--- config.mk ---
export PLATFORM = sky130hd
export DESIGN_NAME = injection_sequencer
export DESIGN_NICKNAME = d
export VERILOG_FILES = /design/src/rtl/injection_sequencer.sv
export SDC_FILE = /design/constraint.sdc
export NUM_CORES = 1
export LEC_CHECK = 0
export ABC_CLOCK_PERIOD_IN_PS = 3700
export CORE_ASPECT_RATIO = 1.25
export CORE_MARGIN = 5
export CORE_UTILIZATION = 44
export DETAILED_ROUTE_END_ITERATION = 7
export PLACE_DENSITY_LB_ADDON = 0.05
export SLEW_MARGIN = 20
export SYNTH_ARGS = -nofsm -noshare
export SYNTH_HDL_FRONTEND = slang
export SYNTH_SLANG_ARGS = --single-unit
--- constraint.sdc ---
create_clock -name clock -period 3.7 [get_ports clock]
set_clock_uncertainty 0.05 [all_clocks]
set_input_delay 1.11 -clock clock [delete_from_list [all_inputs] [get_ports clock]]
set_output_delay 1.11 -clock clock [all_outputs]
set_load 0.02 [all_outputs]
--- src/rtl/injection_sequencer.sv ---
// injection_sequencer: drives one address generator through a run of memory-injection requests.
//
// Ports:
//   clock, resetn          clock and asynchronous active-low reset
//   start, abort           single-cycle run start / stop requests
//   transaction_count      requests in the run, latched on an accepted start
//   generator_initialize   one-cycle pulse loading the generator start value
//   generator_enable       advances the generator, asserted on each request handshake
//   generator_address      current registered generator output
//   request_valid/ready    request handshake; request_address passes generator_address through
//   response_valid         one single-cycle response per accepted request
//   busy, done             run in progress / one-cycle end-of-run pulse
//   aborted, error         sticky run status, cleared on an accepted start
//   issued_count           requests accepted in the current or last run
module injection_sequencer #(
    parameter int ADDRESS_WIDTH   = 48,
    parameter int COUNT_WIDTH     = 32,
    parameter int MAX_OUTSTANDING = 4
) (
    input  logic                     clock,
    input  logic                     resetn,
    input  logic                     start,
    input  logic                     abort,
    input  logic [COUNT_WIDTH-1:0]   transaction_count,
    output logic                     generator_initialize,
    output logic                     generator_enable,
    input  logic [ADDRESS_WIDTH-1:0] generator_address,
    output logic                     request_valid,
    input  logic                     request_ready,
    output logic [ADDRESS_WIDTH-1:0] request_address,
    input  logic                     response_valid,
    output logic                     busy,
    output logic                     done,
    output logic                     aborted,
    output logic                     error,
    output logic [COUNT_WIDTH-1:0]   issued_count
);
    localparam int OW = $clog2(MAX_OUTSTANDING + 1);
    localparam logic [OW-1:0] MAX_OUT = OW'(MAX_OUTSTANDING);
    localparam logic [2:0] IDLE   = 3'd0;
    localparam logic [2:0] INIT   = 3'd1;
    localparam logic [2:0] ISSUE  = 3'd2;
    localparam logic [2:0] DRAIN  = 3'd3;
    localparam logic [2:0] FINISH = 3'd4;

    logic [2:0]             state_q, state_d;
    logic [COUNT_WIDTH-1:0] count_q, count_d;
    logic [COUNT_WIDTH-1:0] issued_q, issued_d;
    logic [OW-1:0]          outstanding_q, outstanding_d;
    logic                   valid_q, valid_d;
    logic                   abort_pend_q, abort_pend_d;
    logic                   aborted_q, aborted_d;
    logic                   error_q, error_d;
    logic                   done_q, done_d;
    logic                   handshake, retire, underflow, hold, raise, start_run, active;

    always_comb begin
        handshake     = valid_q & request_ready;
        retire        = response_valid & (outstanding_q != '0);
        underflow     = response_valid & (outstanding_q == '0);
        start_run     = (state_q == IDLE) & start & (transaction_count != '0);
        active        = (state_q == INIT) | (state_q == ISSUE) | (state_q == DRAIN);
        hold          = valid_q & ~request_ready;
        count_d       = start_run ? transaction_count : count_q;
        issued_d      = start_run ? '0 : issued_q + COUNT_WIDTH'(handshake);
        outstanding_d = outstanding_q + OW'(handshake) - OW'(retire);
        abort_pend_d  = start_run ? 1'b0 : abort_pend_q | (abort & active);
        aborted_d     = start_run ? 1'b0 : aborted_q | ((state_q == FINISH) & abort_pend_q);
        // A stray response in the start cycle still counts against the new run.
        error_d       = (error_q & ~start_run) | underflow;
        done_d        = ((state_q == IDLE) & start & (transaction_count == '0)) |
                        ((state_q == DRAIN) & (outstanding_q == '0));
        // Raise a new request only if the post-edge counters still leave room.
        raise         = (issued_d < count_q) & (outstanding_d < MAX_OUT) & ~abort_pend_d;
        valid_d       = 1'b0;
        state_d       = state_q;
        case (state_q)
            IDLE:    state_d = start_run ? INIT : IDLE;
            INIT: begin
                state_d = ISSUE;
                valid_d = raise;
            end
            ISSUE: begin
                valid_d = hold | raise;
                state_d = ((issued_d == count_q) || (abort_pend_d && !hold)) ? DRAIN : ISSUE;
            end
            DRAIN:   state_d = (outstanding_q == '0) ? FINISH : DRAIN;
            FINISH:  state_d = IDLE;
            default: state_d = IDLE;
        endcase
    end

    always_ff @(posedge clock or negedge resetn) begin
        if (!resetn) begin
            state_q       <= IDLE;
            count_q       <= '0;
            issued_q      <= '0;
            outstanding_q <= '0;
            valid_q       <= 1'b0;
            abort_pend_q  <= 1'b0;
            aborted_q     <= 1'b0;
            error_q       <= 1'b0;
            done_q        <= 1'b0;
        end else begin
            state_q       <= state_d;
            count_q       <= count_d;
            issued_q      <= issued_d;
            outstanding_q <= outstanding_d;
            valid_q       <= valid_d;
            abort_pend_q  <= abort_pend_d;
            aborted_q     <= aborted_d;
            error_q       <= error_d;
            done_q        <= done_d;
        end
    end

    assign generator_initialize = state_q == INIT;
    assign generator_enable     = handshake;
    assign request_valid        = valid_q;
    assign request_address      = generator_address;
    assign busy                 = state_q != IDLE;
    assign done                 = done_q;
    assign aborted              = aborted_q;
    assign error                = error_q;
    assign issued_count         = issued_q;
endmodule

==> results of run 1 <==
cells in the final DEF, fill, tap and decap left out, types with 3 or more instances in the layout:
cell             synthesis  layout
a21o_1                   6       6
a21oi_1                 13       7
a21oi_2                  0       6
and2_1                   7       5
and3_1                   8       8
and4_4                   1       3
buf_12                   0       3
buf_4                   48      68
clkbuf_1                 3       3
clkbuf_16                0       9
clkbuf_2                 0       4
clkbuf_8                 0       3
clkdlybuf4s50_1          0      42
dfrtp_1                 75      75
dlymetal6s2s_1           0      26
ha_1                    36      30
ha_4                     0       6
inv_1                   38      38
nand2_1                 51      50
nand3_1                 15      11
nand4_1                 12      12
nor2_1                  40      21
nor2_2                   0       7
nor2_4                   0      12
nor2b_1                  7       6
nor3_2                   2       3
nor4_2                   0       8
o21ai_0                 33      30
o21ai_1                  3       6
xnor2_1                 11      11
xor2_1                  22      17
xor2_2                   0       5
layer usage:
| layer | vias up | GRT usage | share of wire |
|---|---|---|---|
| li1 | 1733 | - | - |
| met1 | 1715 | 0.230 | 0.42 |
| met2 | 100 | 0.311 | 0.50 |
| met3 | 29 | 0.0418 | 0.047 |
| met4 | 0 | 0.0905 | 0.027 |
| met5 | - | 0 | 0 |
worst max-delay path, cell delays in order:
cell      delay [ps]
clkbuf_2         110
nor4_4           310
buf_4            160
nand4_1          100
buf_4            180
o211a_4          290
buf_12           150
buf_4            150
nor2_4           120
ha_1             150
nand4_1          190
nor3_2           260
nand3_2          120
a21oi_2          130
nor4_2            60
a22o_1           180
timing repair:
item | CTS | global route
pin swaps | 21 | 35
setup buffers | 4 | 10
gates cloned | 1 | 0
endpoints found under the setup margin | 2 | 2
resized for setup | 49 | 71
endpoints found under the hold margin | 0 | 0
report_power, final:
group | internal (mW) | switching (mW) | total [mW]
clock network | 0.578 | 0.326 | 0.904
registers | 1.06 | 0.112 | 1.17
logic | 0.524 | 0.605 | 1.13
total | 2.16 | 1.04 | 3.20
metrics by stage:
stage / cell area (um^2) / setup TNS, ps
finish: 6210 / 0
global route: 6210 / -45.5
CTS: 5860 / -6.72
detailed placement: 5340 / -1460
global placement: 5340 / -1430
floorplan: 4400 / 0
path summary, 6_finish.rpt:
check	from	end	slack, ps	depth (start not counted)
setup / recovery	transaction_count[26]	request_valid$_DFF_PN0_	110	16
hold / removal	count_q[0]$_DFFE_PN0P_	count_q[0]$_DFFE_PN0P_	450	2
setup reg to reg	request_valid$_DFF_PN0_	request_valid$_DFF_PN0_	600	16
hold reg to reg	count_q[0]$_DFFE_PN0P_	count_q[0]$_DFFE_PN0P_	450	2
max in group asynchronous	resetn	issued_count[23]$_DFF_PN0_	2320	2
min in group asynchronous	resetn	issued_count[6]$_DFF_PN0_	690	1
sequential cells by signal, indices dropped and copies added, names as in the netlist:
signal	flops
abort_pend_q	1
aborted	1
count_q	32
done	1
error	1
issued_count	32
outstanding_q	3
request_valid	1
state_q	3
cells by family after synthesis:
kind of cell               after synthesis  synth area share
DFF                                     75             0.428
buffers and inverters                   97             0.128
adders and majority gates               37             0.107
xor gates and xnor gates                33            0.0659
and+or+nand+nor                        164             0.186
AOI/OAI and AO/OA                       65            0.0853
area by class of cell:
type / count / area share
Tap cell: 126 / 0.0254
Clock buffer: 15 / 0.0447
Clock inverter: 1 / 0.00483
Inverter: 38 / 0.0230
Sequential cell: 75 / 0.302
Multi-Input combinational cell: 299 / 0.376
Timing Repair Buffer: 147 / 0.224
==> results.py, run 1 <==
metrics = {
    "run_status": {
        "status": "finished clean",
    },
    "cts": {
        "clock_latency_ps": 340,
        "clkSinkCount": 75,
        "cts_buffers": 9,
        "cts_tree": "done",
        "h-tree-depth": 3,
        "cts_hold_buf": 0,
        "cts_root_buf": "clkbuf_16",
        "clk_pin_slew_ps": 60,
        "cts_buffer_depth": 2,
    },
    "cells_and_area": {
        "multi_input_area_um2": 2340,
        "register_area_um2": 1880,
        "nets": 693,
        "fill_cells": 818,
        "final_cell_count_no_fill": 701,
        "area_growth_pct": 41.7,
        "drive_above_1_share": 0.271,
        "diodes": 0,
        "finish.utilization": 0.643,
    },
    "synthesis": {
        "ys.flop_type": "dfrtp_1",
        "syn_area_um2": 4390,
        "mappedNetlistNets": 594,
        "yosysWarnings": 0,
        "yosys.area.top_type": "dfrtp_1",
        "syn_area_per_cell_um2": 9.31,
        "synth_edf_count": 0,
        "synth.top_cell.area_share": 0.428,
        "synth.area.top_cells": "dfrtp_1 43%, ha_1 10%, buf_4 8.2%",
        "synth_most_common_cell": "dfrtp_1",
        "async_flop_share": 1.00,
        "ys_types": 37,
        "syn_inst": 471,
        "synthTopCellsByCount": "75 x dfrtp_1, 51 x nand2_1, 48 x buf_4",
        "seq_area_frac_synth": 0.428,
        "ys_seq_elements": 75,
    },
    "global_route": {
        "overflow": 0,
        "grt_max_degree": 76,
        "track_usage": 0.187,
        "antenna_found_initial": 0,
        "grt_first_pass_wirelength_um": 17900,
        "grt_pass1_vias": 3677,
    },
    "setup_path": {
        "crit_type": "in -> reg",
        "end_kind": "flop",
        "cp.required_ps": 3870,
        "startpoint_type": "input port",
        "cp.arrival_ps": 3760,
        "path_max_fanout": 5,
    },
    "floorplan": {
        "dieArea_um2": 12100,
        "num_rows": 40,
        "die_w_um": 99.3,
        "io-pin-count": 173,
        "start_util": 0.454,
        "core_area_um2": 9660,
        "die_h_um": 122,
    },
    "routing": {
        "wl_um": 11100,
        "drt_iter0_drc": 111,
        "drc": 0,
        "ant_nets": 0,
        "wl_per_cell_um": 15.9,
        "dr.pass1.iters": 4,
        "vias": 3577,
        "viasPerCell": 5.10,
    },
    "sta": {
        "worst_pin_slew_ps": 515,
        "slew_headroom": 0.657,
        "hold_ws_ps": 446,
        "hold_viol_final": 0,
        "post-route-period-util": 0.971,
        "setup_viol": 0,
        "worst_slack_ps": 108,
        "min_period_ps": 3590,
        "maxClockFrequency_mhz": 278,
        "drv_slew": 0,
    },
    "place": {
        "dpl.hpwl_um": 7920,
        "gp_congestion": 0.788,
        "post-place-ws_ps": -827,
        "numPlacedInstances": 670,
        "io_buffers": 76,
    },
    "power": {
        "leakagePower_nw": 3.08,
        "vdd_drop_max_v": 0.000268,
        "power_density_nw_per_um2": 516,
        "power.total_mw": 3.20,
    },
    "worst_hold_path": {
        "hold_path_class": "reg -> reg",
    },
    "run": {
        "cap_viol_max_count": 0,
    },
}
(Power assumes the default switching activity.)
==> run 2: changes to the inputs <==
--- a/config.mk
+++ b/config.mk
@@ -8,7 +8,7 @@
 export ABC_CLOCK_PERIOD_IN_PS = 3700
 export CORE_ASPECT_RATIO = 1.25
 export CORE_MARGIN = 5
-export CORE_UTILIZATION = 44
+export CORE_UTILIZATION = 40
 export DETAILED_ROUTE_END_ITERATION = 7
 export PLACE_DENSITY_LB_ADDON = 0.05
 export SLEW_MARGIN = 20
==> results.py, run 2 (synthesis results as in run 1) <==
metrics = {
    "global_route": {
        "overflow": 0,
        "grt_pass1_vias": 3836,
        "antenna_found_initial": 0,
        "grt_first_pass_wirelength_um": 19300,
        "grt_max_degree": 76,
        "track_usage": 0.183,
    },
    "cts": {
        "cts_buffers": 9,
        "cts_root_buf": "clkbuf_16",
        "clock_latency_ps": 340,
        "cts_tree": "done",
        "h-tree-depth": 3,
        "clkSinkCount": 75,
        "clk_pin_slew_ps": 60,
        "cts_buffer_depth": 2,
        "cts_hold_buf": 0,
    },
    "floorplan": {
        "die_w_um": 104,
        "num_rows": 42,
        "core_area_um2": 10700,
        "start_util": 0.411,
        "die_h_um": 127,
        "dieArea_um2": 13200,
        "io-pin-count": 173,
    },
    "sta": {
        "hold_ws_ps": 441,
        "min_period_ps": 3600,
        "worst_pin_slew_ps": 701,
        "tns_ps": 0,
        "drv_slew": 0,
        "maxClockFrequency_mhz": 278,
        "slew_headroom": 0.532,
        "setup_viol": 0,
        "hold_viol_final": 0,
        "post-route-period-util": 0.972,
    },
    "setup_path": {
        "startpoint_type": "input port",
        "crit_family": "simple AND/OR/NAND/NOR gates",
        "r2r-end": "request_valid$_DFF_PN0_",
        "crit_chain": "dlygate4sd2_1 -> nor4_4 -> nand4_1 -> buf_6 -> o211a_4 -> buf_16 -> nor2_4 -> ha_4 -> nand4_1 -> buf_4 -> nor3_4 -> nand3_4 -> a21oi_2 -> nor4_2 -> a22o_1",
        "cp.required_ps": 3880,
        "crit_type": "in -> reg",
        "cp-endpoint": "request_valid$_DFF_PN0_",
        "critical-path-max-stage-delay_ps": 320,
        "cp.arrival_ps": 3780,
        "reg2reg_depth": 17,
        "timing.rr.start": "request_valid$_DFF_PN0_",
        "end_kind": "flop",
        "crit_buf_inv": 4,
        "critPathSlowestCell": "o211a_4",
        "reg2reg_slack_ps": 600,
        "cpMostUsedCell": "nand4_1",
        "cp-startpoint": "transaction_count[16]",
        "cp.depth": 15,
        "path_max_fanout": 5,
    },
    "cells_and_area": {
        "multi_input_area_um2": 2350,
        "area_growth_pct": 43.1,
        "drive_above_1_share": 0.287,
        "register_area_um2": 1880,
        "fill_cells": 924,
        "mostFrequentLayoutCells": "75 x dfrtp_1, 65 x buf_4, 51 x nand2_1",
        "final_common_cell": "dfrtp_1",
        "nets": 696,
        "diodes": 0,
    },
    "routing": {
        "wl_um": 11900,
        "drc": 0,
        "dr.pass1.iters": 4,
        "wl_per_cell_um": 16.8,
        "ant_nets": 0,
        "drt_iter0_drc": 95,
        "viasPerCell": 5.11,
        "vias": 3627,
    },
    "run_status": {
        "status": "finished clean",
    },
    "place": {
        "io_buffers": 76,
        "dpl.hpwl_um": 8460,
        "gp_congestion": 0.771,
    },
    "run": {
        "cap_viol_max_count": 0,
    },
    "worst_hold_path": {
        "hold_path_class": "reg -> reg",
    },
    "power": {
        "vdd_drop_max_v": 0.000301,
        "power_density_nw_per_um2": 528,
        "leakagePower_nw": 3.10,
    },
}
run 2: final cells by class:
class,count,area share
repair buffers,149,0.225
clock buffers,12,0.0409
well taps,132,0.0263
multi-input cells,300,0.374
clock inverters,4,0.0116
inverters,38,0.0227
flip-flops and latches,75,0.299
run 2: per-layer routing:
metal | wire length [um] | track usage
met1 | 4850 | 0.217
met4 | 236 | 0.0816
met3 | 510 | 0.0399
met2 | 6300 | 0.317
met5 | 0 | 0
run 2: where the power goes:
part	internal, mW	total [mW]	switching (mW)
Clock	0.627	0.968	0.342
Combinational	0.549	1.17	0.622
Sequential	1.06	1.17	0.117
Total	2.23	3.31	1.08
run 2: how the worst min path moves through the flow:
stage	from	endpoint	cells past startpoint	slack, ps
final	count_q[0]$_DFFE_PN0P_	count_q[0]$_DFFE_PN0P_	2	440
after global routing	error$_DFF_PN0_	error$_DFF_PN0_	1	470
after CTS	count_q[0]$_DFFE_PN0P_	count_q[0]$_DFFE_PN0P_	2	440
after detailed placement	count_q[0]$_DFFE_PN0P_	count_q[0]$_DFFE_PN0P_	2	430
after global placement	count_q[0]$_DFFE_PN0P_	count_q[0]$_DFFE_PN0P_	2	420
after floorplan	count_q[0]$_DFFE_PN0P_	count_q[0]$_DFFE_PN0P_	2	400
run 2: what timing repair did:
action | CTS | global route
buffers inserted | 8 | 5
pin swaps | 27 | 38
cloned | 3 | 0
endpoints found under the hold margin | 0 | 0
gates resized for setup | 58 | 73
setup endpoints to repair | 2 | 2
run 2: worst min-delay path: stages, from the launching register on:
cell and delay [ps]:
dfrtp_1 350, nand2_1 50, nand2_1 60
run 2: metrics by stage:
stage          area [um^2]  worst slack, ps   util  total power, mW  cells
6_report              6280              103  0.588             3.31    710
5_1_grt               6280            -22.2  0.588             3.55    710
4_1_cts               6040             3.31  0.566             3.26    706
3_5_place_dp          5380             -849  0.504             2.18    679
3_3_place_gp          5380             -841  0.504             2.16    679
2_1_floorplan         4400          0.00999      -             1.85    471
==> run 3: changes to the inputs <==
--- a/config.mk
+++ b/config.mk
@@ -6,6 +6,7 @@
 export NUM_CORES = 1
 export LEC_CHECK = 0
 export ABC_CLOCK_PERIOD_IN_PS = 3700
+export CAP_MARGIN = 20
 export CORE_ASPECT_RATIO = 1.25
 export CORE_MARGIN = 5
 export CORE_UTILIZATION = 40
==> results of run 3 <==
Final layout, timing and power as in run 2 (identical DEF).
